<file path="config.mk">
export PLATFORM = sky130hd
export DESIGN_NAME = ro_puf_eval
export DESIGN_NICKNAME = d
export VERILOG_FILES = /design/src/rtl/ro_puf_eval.sv
export SDC_FILE = /design/constraint.sdc
export NUM_CORES = 1
export LEC_CHECK = 0
export BUFFER_PORTS_ARGS = -buffer_cell sky130_fd_sc_hd__buf_4
export CORE_ASPECT_RATIO = 1.1
export CORE_UTILIZATION = 40
export DETAILED_ROUTE_END_ITERATION = 6
export PLACE_DENSITY_LB_ADDON = 0.15
export SETUP_SLACK_MARGIN = 0.5
export SLEW_MARGIN = 0
export SYNTH_ARGS = -nofsm -noshare
export SYNTH_HDL_FRONTEND = slang
export SYNTH_SLANG_ARGS = --single-unit
</file>
<file path="constraint.sdc">
create_clock -name clk -period 3.1 [get_ports clk]
set_input_delay 0.155 -clock clk [delete_from_list [all_inputs] [get_ports clk]]
set_output_delay 0.155 -clock clk [all_outputs]
set_load 0.05 [all_outputs]
</file>
<file path="src/rtl/ro_puf_eval.sv">
// rtl/ro_puf_eval.sv - ring-oscillator PUF evaluator: pairwise edge-count race per response bit
module ro_puf_eval #(
    parameter int NUM_RO = 16,
    parameter int RESP_W = 8,
    parameter int CNT_W  = 16,
    parameter int WINDOW = 1000,
    localparam int SEL_W = $clog2(NUM_RO)
) (
    input  logic                      clk,
    input  logic                      rst_n,
    input  logic [NUM_RO-1:0]         ro_in,
    input  logic [RESP_W*2*SEL_W-1:0] challenge,
    input  logic                      start,
    output logic [NUM_RO-1:0]         ro_en,
    output logic                      busy,
    output logic                      done,
    output logic [RESP_W-1:0]         response,
    output logic                      tie
);
    localparam int IW = (RESP_W > 1) ? $clog2(RESP_W) : 1;
    localparam int TW = $clog2(WINDOW + 4);

    typedef enum logic [2:0] {
        S_IDLE,
        S_ARM,
        S_SETTLE,
        S_COUNT,
        S_CMP,
        S_DONE
    } state_t;

    state_t                    state, state_nxt;
    logic [RESP_W*2*SEL_W-1:0] chal_q;
    logic [IW-1:0]             bit_idx;
    logic [TW-1:0]             timer;
    logic [SEL_W-1:0]          sel_a, sel_b;
    logic [2:0]                sync_a, sync_b;
    logic                      edge_a, edge_b;
    logic [CNT_W-1:0]          cnt_a, cnt_b;
    logic [RESP_W-1:0]         shadow;
    logic                      shadow_tie;

    // Current pair indices come from the latched challenge, never the live input
    always_comb begin
        sel_a = chal_q[int'(bit_idx)*2*SEL_W +: SEL_W];
        sel_b = chal_q[int'(bit_idx)*2*SEL_W + SEL_W +: SEL_W];
    end

    assign edge_a = sync_a[1] & ~sync_a[2];
    assign edge_b = sync_b[1] & ~sync_b[2];
    assign busy   = (state != S_IDLE);

    // State register
    always_ff @(posedge clk or negedge rst_n) begin
        if (!rst_n) state <= S_IDLE;
        else        state <= state_nxt;
    end

    // Next-state logic and ring enables; both rings stay powered through settle and count
    always_comb begin
        state_nxt = state;
        ro_en     = '0;
        case (state)
            S_IDLE:   if (start) state_nxt = S_ARM;
            S_ARM: begin
                ro_en     = (NUM_RO'(1) << sel_a) | (NUM_RO'(1) << sel_b);
                state_nxt = S_SETTLE;
            end
            S_SETTLE: begin
                ro_en = (NUM_RO'(1) << sel_a) | (NUM_RO'(1) << sel_b);
                if (timer == TW'(2)) state_nxt = S_COUNT;
            end
            S_COUNT: begin
                ro_en = (NUM_RO'(1) << sel_a) | (NUM_RO'(1) << sel_b);
                if (timer == TW'(WINDOW - 1)) state_nxt = S_CMP;
            end
            S_CMP:    state_nxt = (bit_idx == IW'(RESP_W - 1)) ? S_DONE : S_ARM;
            S_DONE:   state_nxt = S_IDLE;
            default:  state_nxt = S_IDLE;
        endcase
    end

    // Phase timer restarts on every state change; only settle and count are multi-cycle
    always_ff @(posedge clk or negedge rst_n) begin
        if (!rst_n)                                        timer <= '0;
        else if (state_nxt != state)                       timer <= '0;
        else if (state == S_SETTLE || state == S_COUNT)    timer <= timer + TW'(1);
        else                                               timer <= '0;
    end

    // Two synchronizer flops per selected ring plus a third for rising-edge detection
    always_ff @(posedge clk or negedge rst_n) begin
        if (!rst_n) begin
            sync_a <= '0;
            sync_b <= '0;
        end else begin
            sync_a <= {sync_a[1:0], ro_in[sel_a]};
            sync_b <= {sync_b[1:0], ro_in[sel_b]};
        end
    end

    // Saturating edge counters, cleared at the start of every pair
    always_ff @(posedge clk or negedge rst_n) begin
        if (!rst_n) begin
            cnt_a <= '0;
            cnt_b <= '0;
        end else if (state == S_ARM) begin
            cnt_a <= '0;
            cnt_b <= '0;
        end else if (state == S_COUNT) begin
            if (edge_a && cnt_a != {CNT_W{1'b1}}) cnt_a <= cnt_a + CNT_W'(1);
            if (edge_b && cnt_b != {CNT_W{1'b1}}) cnt_b <= cnt_b + CNT_W'(1);
        end
    end

    // Challenge latch, bit sequencing and shadow result; outputs only change at DONE
    always_ff @(posedge clk or negedge rst_n) begin
        if (!rst_n) begin
            chal_q     <= '0;
            bit_idx    <= '0;
            shadow     <= '0;
            shadow_tie <= 1'b0;
            response   <= '0;
            tie        <= 1'b0;
            done       <= 1'b0;
        end else begin
            done <= 1'b0;
            case (state)
                S_IDLE: if (start) begin
                    chal_q     <= challenge;
                    bit_idx    <= '0;
                    shadow     <= '0;
                    shadow_tie <= 1'b0;
                end
                S_CMP: begin
                    shadow[bit_idx] <= (cnt_a > cnt_b);
                    if (cnt_a == cnt_b) shadow_tie <= 1'b1;
                    if (bit_idx != IW'(RESP_W - 1)) bit_idx <= bit_idx + IW'(1);
                end
                S_DONE: begin
                    response <= shadow;
                    tie      <= shadow_tie;
                    done     <= 1'b1;
                end
                default: ;
            endcase
        end
    end
endmodule

</file>
==> flow_summary.ini <==
[outcome]
status = completed

[clock_network]
clock_path_buffers = 2
htreeDepth = 4
clkSlewWorstSetupHoldPaths_ns = 0.06
clockRootBuffer = clkbuf_16
cts_tree = done
cts_made_buffers = 17
cts.sinks = 137
clkLatencyLatePin_ns = 0.42

[power_and_ir_drop]
p_total_mw = 4.65
peakVddDrop_uv = 377
p_per_area_nw_per_um2 = 452
leakagePower_nw = 5.10

[sta]
period_share_pct = 86.6
final-hold-violation-count = 0
setup-tns-final_ns = 0
slew_viol_final = 0
worst_pin_slew_ns = 0.635
fin_crit_ns = 2.69
slew_headroom_pct = 57.7
fmax_mhz = 372
fin_skew_ns = 0.0107
rsz0062_at_grt = yes
setup_viol = 0

[synth]
syn_inst = 812
synthesis.area_sq_um = 7420
synth_flop_cell = dfrtp_1
ys_ff_latch = 137
synth_fp_nets = 917
ys_seq_area_share_pct = 46.2
synth_top_area_share_pct = 46.2
yosys_warnings = 0
synth_edf_count = 0
yosysTopAreaCell = dfrtp_1
synthArstFlopShare_pct = 100
synthDistinctLibCells = 68
synthTopCellsByArea = dfrtp_1 46%, nand2_1 13%, ha_1 3.7%, mux2i_1 3.6%, nor2_1 3.6%
syn_avg_cell_area_sq_um = 9.14

[placement]
routabilityCongestion = 0.853
hpwl_microns = 12900
port_buffers = 109

[global_route]
grt_use_total_pct = 21.2
grt_util_met2_pct = 35.9
use_met3_pct = 3.52
grt_first_pass_wirelength_microns = 31900
grt_pass1_vias = 6448
antenna_found_initial = 0
grt_start_max_net_pins = 66
grt-ovfl-total = 0
busiest_layer = met2
use_met1_pct = 27.1

[layout]
fillers = 1604
drive_above_1_share_pct = 24.9
num_antenna_cells = 0
seqCellArea_sq_um = 3430
area_delta_synth_final_pct = 38.6
layout.nets = 1124
multi_input_area_sq_um = 3850

[route]
dr.pass1.iters = 5
detail_route.wl_per_cell_microns = 15.2
drc_errors = 0
ant_nets = 0
routed_wl_microns = 19300
vias_per_cell = 5.04
vias = 6398
drtIter0Drc = 321

[worst_setup_path]
crit_top_cell = buf_6
slowest_stage = dfrtp_4
arrival_ns = 2.53
cp_max_fo = 5
worst_path_largest_cell_delay_ns = 0.51
cp-end-kind = output pin
path_cells = buf_6 -> mux2i_1 -> mux4_2 -> o21ai_4 -> nor2b_4 -> a22oi_1 -> nor2_1 -> buf_6
start_kind = flip-flop
criticalPathCategory = flip-flop to output pin
crit_required_ns = 2.94

[floorplan]
rows = 51
coreArea_sq_um = 17900
die_y_microns = 145
io_pins = 110
die_x_microns = 132
fp.dieArea_sq_um = 19100
start_util_pct = 41.4

[worst_hold_path]
hold_path_class = input port to flip-flop

[flow_run]
maxCapViolCount = 0
==> cells in the mapped netlist (all sizes together), types with 2 or more instances <==
| library cell | n |
|---|---|
| mux2i | 31 |
| or2 | 2 |
| a211oi | 7 |
| o31ai | 4 |
| ha | 22 |
| a32oi | 3 |
| nand2 | 262 |
| nor3b | 3 |
| inv | 23 |
| a21o | 6 |
| mux4 | 10 |
| nor4 | 3 |
| and2b | 2 |
| and2 | 3 |
| o21a | 4 |
| buf | 20 |
| dfrtp | 137 |
| nor2b | 6 |
| mux2 | 2 |
| a22oi | 13 |
| a31oi | 2 |
| nand3b | 2 |
| and3 | 12 |
| nand2b | 3 |
| nor3 | 2 |
| a21oi | 14 |
| nand4 | 14 |
| o22ai | 2 |
| xor2 | 14 |
| nor2 | 74 |
| or3b | 3 |
| or4 | 2 |
| xnor2 | 24 |
| o2111ai | 3 |
| nand3 | 28 |
| o21ai | 11 |
| o211ai | 5 |
| and4 | 4 |
| clkbuf | 17 |
| a211o | 2 |
| a22o | 2 |
==> per-stage QoR <==
| stage | instances | cell area (sq um) | setup slack, ns | utilization, % | hold WS [ns] |
|---|---|---|---|---|---|
| 6_report | 1270 | 10300 | 0.414 | 57.4 | 0.0442 |
| 5_1_grt | 1270 | 10300 | 0.319 | 57.4 | 0.0657 |
| 4_1_cts | 1264 | 10100 | 0.428 | 56.5 | 0.0326 |
| 3_5_place_dp | 1135 | 8450 | 0.498 | 47.1 | 0.205 |
| 3_3_place_gp | 1135 | 8450 | 0.540 | 47.1 | 0.203 |
| 2_1_floorplan | 812 | 7420 | 0.562 | - | -0.141 |
==> worst max-delay path: cells and delay by family (launching register included) <==
| kind | cells | cell delay [ns] |
|---|---|---|
| AO/OA/AOI/OAI | 2 | 0.24 |
| multiplexers | 2 | 0.62 |
| flip-flops | 1 | 0.51 |
| AND/OR/NAND/NOR | 2 | 0.42 |
| buffers and inverters | 2 | 0.31 |
==> cells by family after synthesis <==
logic type	count (synthesis)	synth area share [%]
simple gates	427	25.0
flops	137	46.2
buf+inv	61	4.05
fa+ha+maj	22	3.71
compound gates	84	8.36
xor+xnor	38	4.48
mux	43	8.24
==> power breakdown <==
part | internal (mW) | switching [mW] | total, mW
registers | 1.86 | 0.0962 | 1.95
logic | 0.310 | 0.301 | 0.610
clock network | 1.22 | 0.870 | 2.09
total | 3.38 | 1.27 | 4.65
==> placed cells by master, fill, tap and decap left out, drive strengths merged, types with 3 or more instances in the layout <==
cell and count:
a32oi 3, nor3b 3, nand2 262, dfrtp 137, clkbuf 17, xor2 14
or3b 3, ha 22, o211ai 5, nor4 3, a21oi 14, nor2b 6
clkinv 5, dlygate4sd3 65, nand4 14, o21a 4, mux4 10, a22oi 13
xnor2 24, a21o 6, nand2b 3, inv 31, buf 160, and2 3
mux2i 31, o31ai 4, nand3 28, and3 12, a211oi 7, nor2 74
o2111ai 3, and4 4, o21ai 11
==> state kept, by name, indices dropped and copies added (netlist names) <==
signal / cells
bit_idx: 3
cnt_a: 16
timer: 10
state: 3
shadow_tie: 1
sync_b: 3
shadow: 8
sync_a: 3
cnt_b: 16
response: 8
chal_q: 64
tie: 1
done: 1
==> final cells by class <==
class	count	area share, %
inverters	24	0.876
flip-flops and latches	137	33.4
clock buffers	17	4.14
clock inverters	15	1.76
multi-input cells	614	37.4
well taps	238	2.90
repair buffers	225	19.5
==> final timing paths <==
check	from	to	slack (ns)	cells past startpoint
worst max-delay path	bit_idx[2]	ro_en[11]	0.41	8
worst min-delay path	start	state[0]	0.04	3
worst max register to register	bit_idx[0]	sync_b[0]	0.71	9
worst min register to register	sync_b[0]	sync_b[1]	0.35	0
max in group asynchronous	rst_n	chal_q[36]	2.07	3
min in group asynchronous	rst_n	done	0.28	2
==> timing repair <==
item                                    4_1_cts  5_1_grt
resized for setup                            49       26
hold endpoints to repair                    127        0
endpoints found under the setup margin       16       16
buffers inserted                             32        6
hold buffers                                 65        0
pin swaps                                    14       17
==> routing by layer <==
metal	wire length, microns	share of wire (%)
met2	9440	49
met3	594	3.1
met1	8760	45
met4	474	2.5
met5	0	0
(Power assumes the default switching activity.)
